<file path="config.mk">
export PLATFORM = sky130hd
export DESIGN_NAME = ysyx_22050243_mc_ctrl
export DESIGN_NICKNAME = d
export VERILOG_FILES = /design/src/rtl/ysyx_22050243_mc_ctrl.sv
export SDC_FILE = /design/constraint.sdc
export NUM_CORES = 1
export LEC_CHECK = 0
export ABC_AREA = 1
export BUFFER_PORTS_ARGS = -buffer_cell sky130_fd_sc_hd__buf_4
export CAP_MARGIN = 30
export CORE_MARGIN = 2
export CORE_UTILIZATION = 54
export CTS_CLUSTER_DIAMETER = 30
export DETAILED_ROUTE_END_ITERATION = 10
export PLACE_DENSITY = 0.85
export SYNTH_ARGS = -nofsm -noshare
export SYNTH_HDL_FRONTEND = slang
export SYNTH_SLANG_ARGS = --single-unit
</file>
<file path="constraint.sdc">
create_clock -name clk -period 4.19 [get_ports clk]
set_input_delay 0.419 -clock clk [delete_from_list [all_inputs] [get_ports clk]]
set_output_delay 0.419 -clock clk [all_outputs]
set_load 0.01 [all_outputs]
</file>
<file path="src/rtl/ysyx_22050243_mc_ctrl.sv">
// Multi-cycle core control FSM: fetch, decode, execute, memory, writeback, with
// bus-response timeout and illegal-opcode trapping. All strobes are Moore outputs.
module ysyx_22050243_mc_ctrl #(
    parameter int unsigned IBUS_DATA_WIDTH = 32,
    parameter int unsigned TIMEOUT         = 255
) (
    input  logic                       clk,
    input  logic                       rst,
    output logic                       ifu_req_valid,
    input  logic                       ifu_req_ready,
    input  logic                       ifu_rsp_valid,
    input  logic [IBUS_DATA_WIDTH-1:0] ifu_rsp_inst,
    output logic [IBUS_DATA_WIDTH-1:0] inst_o,
    output logic [2:0]                 imm_sel,
    output logic                       lsu_req_valid,
    input  logic                       lsu_req_ready,
    output logic                       lsu_req_we,
    input  logic                       lsu_rsp_valid,
    output logic                       rf_we,
    output logic                       pc_we,
    output logic                       illegal_o,
    output logic                       bus_err_o,
    output logic [3:0]                 state_o,
    output logic [63:0]                minstret_o
);

    typedef enum logic [3:0] {
        StIdle, StFetchReq, StFetchWait, StDecode, StExecute,
        StMemReq, StMemWait, StWriteback, StTrap
    } state_e;

    localparam int unsigned CntW = (TIMEOUT > 1) ? $clog2(TIMEOUT) : 1;
    // Last absent-response cycle before the count would reach TIMEOUT.
    localparam logic [CntW-1:0] CntMax = CntW'(TIMEOUT - 1);

    localparam logic [6:0] OpOp     = 7'b0110011;
    localparam logic [6:0] OpJalr   = 7'b1100111;
    localparam logic [6:0] OpLoad   = 7'b0000011;
    localparam logic [6:0] OpImm    = 7'b0010011;
    localparam logic [6:0] OpImm32  = 7'b0011011;
    localparam logic [6:0] OpStore  = 7'b0100011;
    localparam logic [6:0] OpBranch = 7'b1100011;
    localparam logic [6:0] OpLui    = 7'b0110111;
    localparam logic [6:0] OpAuipc  = 7'b0010111;
    localparam logic [6:0] OpJal    = 7'b1101111;

    state_e                     state_q, state_d;
    logic [IBUS_DATA_WIDTH-1:0] inst_q, inst_d;
    logic [CntW-1:0]            cnt_q, cnt_d;
    logic [63:0]                minstret_q, minstret_d;
    logic                       illegal_q, illegal_d;
    logic                       bus_err_q, bus_err_d;

    logic [6:0] opcode;
    logic [2:0] dec_cls;
    logic       dec_legal;
    logic       is_store, is_mem, in_inst;

    assign opcode   = inst_q[6:0];
    assign is_store = (opcode == OpStore);
    assign is_mem   = is_store || (opcode == OpLoad);

    always_comb begin
        dec_cls   = 3'd0;
        dec_legal = 1'b1;
        case (opcode)
            OpOp:                             dec_cls = 3'd0;
            OpJalr, OpLoad, OpImm, OpImm32:   dec_cls = 3'd1;
            OpStore:                          dec_cls = 3'd2;
            OpBranch:                         dec_cls = 3'd3;
            OpLui, OpAuipc:                   dec_cls = 3'd4;
            OpJal:                            dec_cls = 3'd5;
            default:                          dec_legal = 1'b0;
        endcase
    end

    // inst_q is frozen from DECODE through WRITEBACK, so the class stays stable.
    assign in_inst = (state_q == StDecode) || (state_q == StExecute) || (state_q == StMemReq) ||
                     (state_q == StMemWait) || (state_q == StWriteback);

    always_comb begin
        state_d    = state_q;
        inst_d     = inst_q;
        cnt_d      = cnt_q;
        minstret_d = minstret_q;
        illegal_d  = illegal_q;
        bus_err_d  = bus_err_q;
        case (state_q)
            StIdle:     state_d = StFetchReq;
            StFetchReq: begin
                if (ifu_req_ready) begin
                    state_d = StFetchWait;
                    cnt_d   = '0;
                end
            end
            StFetchWait: begin
                if (ifu_rsp_valid) begin
                    inst_d  = ifu_rsp_inst;
                    state_d = StDecode;
                end else if (cnt_q == CntMax) begin
                    state_d   = StTrap;
                    bus_err_d = 1'b1;
                end else begin
                    cnt_d = cnt_q + 1'b1;
                end
            end
            StDecode: begin
                if (dec_legal) begin
                    state_d = StExecute;
                end else begin
                    state_d   = StTrap;
                    illegal_d = 1'b1;
                end
            end
            StExecute:  state_d = is_mem ? StMemReq : StWriteback;
            StMemReq: begin
                if (lsu_req_ready) begin
                    state_d = StMemWait;
                    cnt_d   = '0;
                end
            end
            StMemWait: begin
                if (lsu_rsp_valid) begin
                    state_d = StWriteback;
                end else if (cnt_q == CntMax) begin
                    state_d   = StTrap;
                    bus_err_d = 1'b1;
                end else begin
                    cnt_d = cnt_q + 1'b1;
                end
            end
            StWriteback: begin
                minstret_d = minstret_q + 64'd1;
                state_d    = StFetchReq;
            end
            StTrap:     state_d = StTrap;
            default:    state_d = StIdle;
        endcase
    end

    always_ff @(posedge clk or posedge rst) begin
        if (rst) begin
            state_q    <= StIdle;
            inst_q     <= '0;
            cnt_q      <= '0;
            minstret_q <= '0;
            illegal_q  <= 1'b0;
            bus_err_q  <= 1'b0;
        end else begin
            state_q    <= state_d;
            inst_q     <= inst_d;
            cnt_q      <= cnt_d;
            minstret_q <= minstret_d;
            illegal_q  <= illegal_d;
            bus_err_q  <= bus_err_d;
        end
    end

    assign ifu_req_valid = (state_q == StFetchReq);
    assign lsu_req_valid = (state_q == StMemReq);
    assign lsu_req_we    = (state_q == StMemReq) && is_store;
    assign pc_we         = (state_q == StWriteback);
    assign rf_we         = (state_q == StWriteback) && !is_store && (opcode != OpBranch) &&
                           (inst_q[11:7] != 5'd0);
    assign imm_sel       = in_inst ? dec_cls : 3'd0;
    assign inst_o        = inst_q;
    assign illegal_o     = illegal_q;
    assign bus_err_o     = bus_err_q;
    assign state_o       = state_q;
    assign minstret_o    = minstret_q;

endmodule

</file>
==> results of run 1 <==
-- metrics by stage --
step | std cells | worst slack, ns | util (%) | cell area [sq um]
final | 1117 | 1.830 | 69.70 | 7589
after global routing | 1117 | 1.684 | 69.70 | 7589
after CTS | 1117 | 1.828 | 69.70 | 7589
after detailed placement | 1100 | 2.039 | 67.27 | 7325
after global placement | 1099 | 2.149 | 67.02 | 7297
after floorplan | 819 | 0.8687 | - | 6045
-- state kept, by name (all words and copies together), names as in the netlist --
name and count:
minstret_o 64, inst_o 32, cnt_q 8, state_o 4, bus_err_o 1, illegal_o 1
-- metal layers --
metal | vias to the layer above | wire (microns) | GRT usage, %
li1 | 2853 | - | -
met1 | 2698 | 6747 | 37.06
met2 | 258 | 7668 | 44.79
met3 | 33 | 1328 | 6.165
met4 | 0 | 347 | 10.49
met5 | - | 0 | 0
-- cells by family after synthesis --
group,count (synthesis),synth area share [%]
AO/OA/AOI/OAI,25,2.174
flip-flops,110,45.54
XOR/XNOR,44,6.375
AND/OR/NAND/NOR,538,38.98
buffers and inverters,99,6.313
adder cells (fa/ha/maj),3,0.6211
-- worst min-delay path, cell delays in order --
cell and delay [ns]:
buf_4 0.08, nand2_1 0.04, nand2_1 0.04
-- cells in the mapped netlist (all sizes together) --
cell type,n,area share [%]
nor3,25,2.3
nand2,310,20
o22ai,1,0.10
inv,90,5.6
o21ai,14,1.2
xnor2,21,3.0
nor4,2,0.21
nor3b,3,0.46
or2,2,0.21
a31oi,2,0.21
a21oi,7,0.58
clkbuf,3,0.19
a21o,1,0.12
buf,6,0.54
nand3,44,3.9
nor2,119,8.7
dfrtp,110,46
xor2,23,3.3
ha,3,0.62
nand3b,8,0.99
and2,1,0.10
nand4,24,2.5
-- worst max-delay path by stage --
stage                           start                         end  slack (ns)  depth (start not counted)
2_1_floorplan                     rst       bus_err_o$_DFFE_PP0P_        0.87                          1
3_3_place_gp   state_o[3]$_DFFE_PP0P_  minstret_o[63]$_DFFE_PP0P_        2.15                          8
3_5_place_dp   state_o[3]$_DFFE_PP0P_  minstret_o[63]$_DFFE_PP0P_        2.04                          8
4_1_cts        state_o[3]$_DFFE_PP0P_                       rf_we        1.83                          6
5_1_grt        state_o[3]$_DFFE_PP0P_                       rf_we        1.68                          6
6_report       state_o[3]$_DFFE_PP0P_                       rf_we        1.83                          6
-- what timing repair did --
item | CTS | global route
hold buffers | 1 | 0
hold endpoints to repair | 19 | 0
gates resized for setup | 0 | 0
-- where the power goes --
group / total (mW) / switching [mW] / internal (mW)
Sequential: 1.37 / 0.148 / 1.23
Clock: 0.799 / 0.380 / 0.419
Combinational: 0.872 / 0.504 / 0.367
Total: 3.04 / 1.03 / 2.01
-- final cells by class --
| class | instances | area share [%] |
|---|---|---|
| Inverter | 90 | 4.485 |
| Multi-Input combinational cell | 610 | 38.35 |
| Timing Repair Buffer | 151 | 15.23 |
| Clock inverter | 6 | 1.533 |
| Clock buffer | 10 | 1.814 |
| Tap cell | 140 | 2.308 |
| Sequential cell | 110 | 36.27 |
==> results.json, run 1 <==
{
  "status": "finished clean",
  "drv_cap": 0,
  "die_x_microns": 109.8,
  "htree_num_levels": 3,
  "antenna_found_initial": 0,
  "p_leak_nw": 3.872,
  "grt.overflow.total": 0,
  "required_ns": 3.77,
  "clkSlewWorstSetupHoldPaths_ns": 0.10,
  "multi_input_area_sq_um": 2910,
  "coreArea_sq_um": 10890,
  "gp_congestion": 0.9180,
  "yosysWarnings": 0,
  "synth_area_sq_um": 6045,
  "drt_pass1_iterations": 5,
  "syn2layout_area_growth_pct": 25.54,
  "wl_microns": 16090,
  "cp_max_fo": 16,
  "syn_area_per_cell_sq_um": 7.380,
  "slew_viol_final": 0,
  "hold_class": "in -> reg",
  "relSlewSlack_pct": 60.56,
  "powerDensity_nw_per_um2": 401.2,
  "grt_max_degree": 64,
  "crit_type": "reg -> out",
  "die_area_sq_um": 12060,
  "arrival_ns": 1.94,
  "grt_pass1_vias": 5660,
  "cts.path.max_buffers": 2,
  "cts_tree": "built",
  "post_cts_buffers": 0,
  "pin_count": 148,
  "path_buf_inv": 2,
  "r2r-start": "state_o[3]$_DFFE_PP0P_",
  "reg2reg_to": "minstret_o[63]$_DFFE_PP0P_",
  "ys_types": 33,
  "whs_ns": 0.2296,
  "grt_pass1_wl_microns": 26390,
  "nets": 1013,
  "slowest_stage": "dfrtp_1",
  "hold_violations": 0,
  "drive_gt1_share_pct": 19.96,
  "r2r_cells": 8,
  "grt_use_total_pct": 27.92,
  "rows": 38,
  "ys_ff_latch": 110,
  "drt_iter0_markers": 373,
  "start_util_pct": 55.52,
  "root_buffer": "clkbuf_8",
  "period_needed_ns": 2.360,
  "cp-start-kind": "flip-flop",
  "drc": 0,
  "num-fill-cells": 916,
  "io_buffers": 147,
  "final_cell_mix": "304 x nand2_1, 149 x buf_4, 110 x dfrtp_1, 107 x nor2_1, 86 x inv_1",
  "total_power_mw": 3.044,
  "fmax_mhz": 423.7,
  "fin_skew_ns": 0.01736,
  "clk_latency_ns": 0.38,
  "hold_path_depth": 3,
  "ys_seq_area_share_pct": 45.54,
  "avgRoutedWirePerCell_microns": 14.41,
  "n_antenna_cell": 0,
  "worst_pin_slew_ns": 0.5898,
  "critPathMaxStageDelay_ns": 0.44,
  "fin_crit_sh_pct": 56.33,
  "dp_hpwl_microns": 12390,
  "syn_inst": 819,
  "final_common_cell": "nand2_1",
  "peakVddDrop_v": 0.0003658,
  "ant_nets": 0,
  "worstPathCellList": "inv_2 -> nand2_2 -> nor2_4 -> o21ai_0 -> a21oi_1 -> buf_4",
  "cts.sinks": 110,
  "path_delay_family": "simple AND/OR/NAND/NOR gates",
  "hp-start": "ifu_rsp_inst[22]",
  "r2r_setup_slack_ns": 1.99,
  "final-setup-viol-count": 0,
  "fin_tns_setup_ns": 0,
  "synth_nets": 860,
  "viasPerCell": 5.230,
  "cts_buffers": 9,
  "num_vias": 5842,
  "cp-end-kind": "output port",
  "regArea_sq_um": 2753,
  "die_y_microns": 109.8,
  "hold-path-endpoint": "inst_o[22]$_DFFE_PP0P_",
  "rsz0062_at_grt": "false"
}
(Power assumes the default switching activity.)
==> run 2: changes to the inputs <==
--- a/config.mk
+++ b/config.mk
@@ -5,14 +5,14 @@
 export SDC_FILE = /design/constraint.sdc
 export NUM_CORES = 1
 export LEC_CHECK = 0
-export ABC_AREA = 1
+export ABC_AREA = 0
 export BUFFER_PORTS_ARGS = -buffer_cell sky130_fd_sc_hd__buf_4
 export CAP_MARGIN = 30
 export CORE_MARGIN = 2
-export CORE_UTILIZATION = 54
+export CORE_UTILIZATION = 47
 export CTS_CLUSTER_DIAMETER = 30
 export DETAILED_ROUTE_END_ITERATION = 10
-export PLACE_DENSITY = 0.85
+export PLACE_DENSITY = 0.8
 export SYNTH_ARGS = -nofsm -noshare
 export SYNTH_HDL_FRONTEND = slang
 export SYNTH_SLANG_ARGS = --single-unit
==> constraint.sdc (replaced) <==
create_clock -name clk -period 2 [get_ports clk]
set_input_delay 0.2 -clock clk [delete_from_list [all_inputs] [get_ports clk]]
set_output_delay 0.2 -clock clk [all_outputs]
set_load 0.01 [all_outputs]
==> run 2 against run 1 <==
Effect of this change: the run now ends with negative hold slack left; non-clock buffer count grew 40; sequential share of layout area grew 2.5 points; critical path depth is the same; final cell count shrank 27%; combinational power grew to 2.8 times the previous value; sequential power grew 120%; utilization shrank 4.1 points; via count shrank 25%; design area shrank 6.3%; count of clock-buffer cells in the layout grew 2; synthesized cell count shrank 41%; worst hold slack lost 0.26 ns; critical endpoint is now minstret_o[63]$_DFFE_PP0P_.
==> results.json, run 2 <==
{
  "dp.cells": 793,
  "antenna_found_initial": 0,
  "die_x_microns": 109.3,
  "finalNonFillerCells": 816,
  "final_cell_mix": "187 x buf_4, 108 x dfrtp_1, 46 x nor2_1, 42 x nand2_1",
  "critPathMaxStageDelay_ns": 0.44,
  "ys_seq_area_share_pct": 52.81,
  "period_needed_ns": 1.901,
  "fmax_mhz": 525.9,
  "drt_iter0_markers": 194,
  "pin_count": 148,
  "syn2layout_area_growth_pct": 36.39,
  "hold_class": "in -> async",
  "ys_ff_latch": 110,
  "violations": "negative hold slack",
  "synth_area_sq_um": 5212,
  "drv_cap": 0,
  "syn_inst": 481,
  "synthTopCellsByCount": "110 x dfrtp_1, 46 x nor2_1, 42 x nand2_1",
  "cts.sinks": 110,
  "place_ws_ns": 0.03325,
  "grt.overflow.total": 0,
  "die_area_sq_um": 11950,
  "grt_max_degree": 111,
  "path_buf_inv": 1,
  "slew_viol_final": 0,
  "grt_pass1_vias": 4490,
  "n_antenna_cell": 0,
  "num-fill-cells": 845,
  "clk_latency_ns": 0.38,
  "cp-end-kind": "flip-flop",
  "fin_crit_sh_pct": 95.07,
  "netlist.top_cell.by_area": "dfrtp_1",
  "avgRoutedWirePerCell_microns": 16.25,
  "io_buffers": 147,
  "multi_input_area_sq_um": 2450,
  "cts_buffers": 9,
  "status": "complete, but fails checks",
  "num_vias": 4383,
  "total_power_mw": 6.861,
  "wl_microns": 13260,
  "startpoint": "minstret_o[2]$_DFFE_PP0P_",
  "viasPerCell": 5.371,
  "clkSlewWorstSetupHoldPaths_ns": 0.11,
  "whs_ns": -0.02881,
  "fin_tns_setup_ns": 0,
  "synth_edf_count": 0,
  "fin_skew_ns": 0.01221,
  "grt_pass1_wl_microns": 21690,
  "cp-start-kind": "flip-flop",
  "die_y_microns": 109.3,
  "drt_pass1_iterations": 4,
  "yosysWarnings": 0,
  "path_delay_family": "simple AND/OR/NAND/NOR gates",
  "powerDensity_nw_per_um2": 965.1,
  "cp_max_fo": 5,
  "layout_setup_ws_ns": 0.09851,
  "coreArea_sq_um": 10840,
  "cts.path.max_buffers": 2,
  "r2r-start": "minstret_o[2]$_DFFE_PP0P_",
  "final-setup-viol-count": 0,
  "arrival_ns": 2.18,
  "ys_types": 48,
  "cts_hold_buf": 0,
  "async_reset_ff_share_pct": 100.0,
  "worst_pin_slew_ns": 0.5950,
  "slowest_stage": "dfrtp_1",
  "cts_tree": "built",
  "gp_congestion": 0.8741,
  "grt_use_total_pct": 23.25,
  "ys.flop_type": "dfrtp_1",
  "syn_area_per_cell_sq_um": 10.84,
  "nets": 712,
  "synth_top_area_share_pct": 52.81,
  "synth_most_common_cell": "dfrtp_1",
  "required_ns": 2.27,
  "largest_reg_flops": 64,
  "drc": 0,
  "start_util_pct": 48.08,
  "peakVddDrop_v": 0.0008850,
  "rows": 38,
  "p_leak_nw": 3.516,
  "relSlewSlack_pct": 60.33,
  "synth_area_leaders": "dfrtp_1 53%, mux2_2 6.9%, xnor2_1 5.4%",
  "crit_type": "reg -> reg",
  "synth_nets": 522,
  "final_common_cell": "buf_4",
  "dp_hpwl_microns": 9708,
  "htree_num_levels": 3,
  "worstPathCellList": "nand3_1 -> nor4_4 -> buf_4 -> nand4_1 -> or3_1 -> xnor2_1",
  "root_buffer": "clkbuf_8",
  "drive_gt1_share_pct": 39.35,
  "hold_violations": 41,
  "ant_nets": 0,
  "regArea_sq_um": 2755
}
-- run 2: what timing repair did --
| action | in CTS | in global routing |
|---|---|---|
| resized for setup | 6 | 19 |
| setup endpoints to repair | 1 | 32 |
| pin swaps | 1 | 4 |
| setup buffers | 2 | 5 |
-- run 2: through the flow --
stage               util, %  cell area (sq um)
global placement      62.12               6734
floorplan                 -               5216
detailed placement    62.12               6734
CTS                   64.40               6982
finish                65.58               7109
global route          65.58               7109
-- run 2: cell families (layout without fill, tap and decap cells) --
logic type | after synthesis | count (layout) | share of synthesized area (%)
AND/OR/NAND/NOR | 205 | 205 | 21.77
flip-flops | 110 | 110 | 52.81
XOR/XNOR | 63 | 63 | 10.59
AO/OA/AOI/OAI | 38 | 38 | 4.681
multiplexers | 34 | 34 | 7.297
buffers and inverters | 28 | 223 | 2.136
adder cells (fa/ha/maj) | 3 | 3 | 0.7202
-- run 2: path summary, 6_finish.rpt --
path	to	slack (ns)	depth (start not counted)
max	minstret_o[63]$_DFFE_PP0P_	0.1	6
min	minstret_o[38]$_DFFE_PP0P_	-0.03	3
max reg2reg	minstret_o[63]$_DFFE_PP0P_	0.1	6
min reg2reg	bus_err_o$_DFFE_PP0P_	0.48	1
max in group asynchronous	minstret_o[60]$_DFFE_PP0P_	1.57	3
min in group clk	inst_o[17]$_DFFE_PP0P_	0.04	2
-- run 2: layer usage --
| metal | vias up | share of wire, % | wire [microns] | track usage, % |
|---|---|---|---|---|
| met3 | 23 | 7.6 | 1004 | 5.809 |
| met4 | 0 | 2.4 | 312 | 9.675 |
| met2 | 165 | 49 | 6511 | 39.31 |
| li1 | 2068 | - | - | - |
| met1 | 2127 | 41 | 5435 | 28.44 |
| met5 | - | 0 | 0 | 0 |
-- run 2: cell type report --
| cell class | instances | share of cell area (%) |
|---|---|---|
| Inverter | 16 | 0.8976 |
| Multi-Input combinational cell | 343 | 34.46 |
| Sequential cell | 110 | 38.75 |
| Clock buffer | 12 | 2.182 |
| Timing Repair Buffer | 191 | 20.50 |
| Clock inverter | 4 | 0.7392 |
| Tap cell | 140 | 2.464 |
-- run 2: worst register-to-register path, stage by stage, from the launching register on --
cell and delay [ns]:
dfrtp_1 0.44, nand3_1 0.16, nor4_4 0.29, buf_4 0.19, nand4_1 0.16, or3_1 0.41
xnor2_1 0.14
-- run 2: where the power goes --
group | leakage, nW | switching [mW] | internal [mW]
clock | 0.107 | 0.765 | 0.654
combinational | 1.95 | 1.16 | 1.30
sequential | 1.46 | 0.341 | 2.64
==> run 3: changes to the inputs <==
==> constraint.sdc (replaced) <==
create_clock -name clk -period 2 [get_ports clk]
set_input_delay 0.4 -clock clk [delete_from_list [all_inputs] [get_ports clk]]
set_output_delay 0.4 -clock clk [all_outputs]
set_load 0.01 [all_outputs]
==> run 3 against run 2 <==
Effect of this change: the run ends with negative setup slack left; combinational power is 11% higher; fmax is 9.4% lower; final cell count is 2.0% higher; critical path type is now reg -> out; largest cell class unchanged; largest power group unchanged.
==> results.json, run 3 (synthesis gave the netlist of run 2 again) <==
{
  "fin_area_sq_um": 7312,
  "drt_iter0_markers": 256,
  "cts.sinks": 110,
  "relSlewSlack_pct": 63.40,
  "p_leak_nw": 3.605,
  "worstPathCellList": "buf_6 -> nor2b_4 -> nand4_1 -> nor4_2 -> buf_4",
  "grt_use_total_pct": 22.84,
  "grt.overflow.total": 0,
  "rows": 38,
  "cts_buffers": 9,
  "start_util_pct": 48.08,
  "final_cell_mix": "204 x buf_4, 106 x dfrtp_1, 44 x nor2_1, 42 x nand2_1",
  "drc": 0,
  "sw_frac_of_total_pct": 33.06,
  "r2r_cells": 5,
  "die_x_microns": 109.3,
  "grt_max_degree": 53,
  "worst_pin_slew_ns": 0.5478,
  "coreArea_sq_um": 10840,
  "arrival_ns": 1.70,
  "grt_pass1_vias": 4473,
  "cp-start-kind": "flip-flop",
  "layout_setup_ws_ns": -0.09851,
  "fin_tns_setup_ns": -0.2438,
  "peakVddDrop_v": 0.0008947,
  "clkSlewWorstSetupHoldPaths_ns": 0.10,
  "reg2reg_to": "minstret_o[63]$_DFFE_PP0P_",
  "comb_power_share_pct": 38.5,
  "nets": 728,
  "finalNonFillerCells": 832,
  "drive_gt1_share_pct": 42.63,
  "r2r_setup_slack_ns": 0.04,
  "cts_tree": "built",
  "powerDensity_nw_per_um2": 970.6,
  "whs_ns": 0.07471,
  "final_common_cell": "buf_4",
  "p_seq_share_pct": 42.1,
  "fin_skew_ns": 0.009771,
  "crit_type": "reg -> out",
  "critPathMaxStageDelay_ns": 0.41,
  "hold_class": "in -> async",
  "syn2layout_area_growth_pct": 40.28,
  "antenna_found_initial": 0,
  "htree_num_levels": 3,
  "hold_violations": 0,
  "r2r-start": "minstret_o[15]$_DFFE_PP0P_",
  "die_area_sq_um": 11950,
  "root_buffer": "clkbuf_8",
  "avgRoutedWirePerCell_microns": 16.43,
  "fin_crit_sh_pct": 104.9,
  "dp_hpwl_microns": 9805,
  "die_y_microns": 109.3,
  "total_power_mw": 7.097,
  "rsz0062_at_grt": "true",
  "violations": "negative setup slack",
  "cp-end-kind": "output port",
  "final-setup-viol-count": 4,
  "n_antenna_cell": 0,
  "fmax_mhz": 476.5,
  "place_area_sq_um": 6739,
  "slew_viol_final": 0,
  "cts.path.max_buffers": 2,
  "drt_pass1_iterations": 4,
  "final_core_util_pct": 67.45,
  "num_vias": 4502,
  "internal_power_mw": 4.751,
  "required_ns": 1.60,
  "viasPerCell": 5.411,
  "wl_microns": 13670,
  "gp_congestion": 0.8604,
  "total_switching_power_mw": 2.346,
  "largest_reg_flops": 64,
  "io_buffers": 147,
  "ant_nets": 0,
  "period_needed_ns": 2.099,
  "slowest_stage": "dfrtp_1",
  "status": "complete, but fails checks",
  "place_ws_ns": 0.04997,
  "dp.cells": 792,
  "clk_latency_ns": 0.37,
  "pin_count": 148,
  "cp_max_fo": 4,
  "drv_cap": 0,
  "grt_pass1_wl_microns": 21320,
  "p_clk_share_pct": 19.4
}
## run 3: cell type report
cell class | count | area (sq um)
clock buffer | 13 | 158.9
clock inverter | 3 | 42.54
sequential | 110 | 2758
inverter | 16 | 63.81
fill | 791 | 3528
tap | 140 | 175.2
timing repair buffer | 207 | 1583
multi-input combinational | 343 | 2531
## run 3: worst max path at each step
stage,start,to,slack [ns],cells past startpoint
2_1_floorplan,state_o[2]$_DFFE_PP0P_,cnt_q[6]$_DFFE_PP0P_,0.04,5
3_3_place_gp,state_o[3]$_DFFE_PP0P_,minstret_o[23]$_DFFE_PP0P_,0.1,5
3_5_place_dp,minstret_o[3]$_DFFE_PP0P_,minstret_o[48]$_DFFE_PP0P_,0.05,5
4_1_cts,inst_o[3]$_DFFE_PP0P_,lsu_req_we,-0.11,5
5_1_grt,inst_o[4]$_DFFE_PP0P_,imm_sel[0],-0.19,5
6_report,inst_o[4]$_DFFE_PP0P_,lsu_req_we,-0.1,5
## run 3: metal layers
| layer | part of all wire, % | global-route usage, % | up-vias |
|---|---|---|---|
| met5 | 0 | 0 | - |
| met4 | 2.2 | 8.409 | 0 |
| met3 | 8.2 | 7.291 | 21 |
| met2 | 49 | 37.44 | 178 |
| met1 | 41 | 28.42 | 2210 |
| li1 | - | - | 2093 |
## run 3: power groups by stage
stage	registers [mW]	logic, mW	clock network (mW)
floorplan	3.15	1.06	0
global placement	3.00	2.19	0
detailed placement	3.02	2.26	0
CTS	2.96	2.57	1.41
global route	3.05	2.94	1.50
finish	2.99	2.73	1.37
## run 3: worst max-delay path: cells and delay by family (launching register included)
| family | cells | cell delay [ns] |
|---|---|---|
| buffers and inverters | 2 | 0.30 |
| flip-flops | 1 | 0.41 |
| AND/OR/NAND/NOR | 3 | 0.61 |
## run 3: timing repair
action                                  4_1_cts  5_1_grt
resized for setup                            14       30
pin swaps                                     5       17
hold buffers                                  0        0
buffers inserted                             14       10
endpoints found under the setup margin        6       38
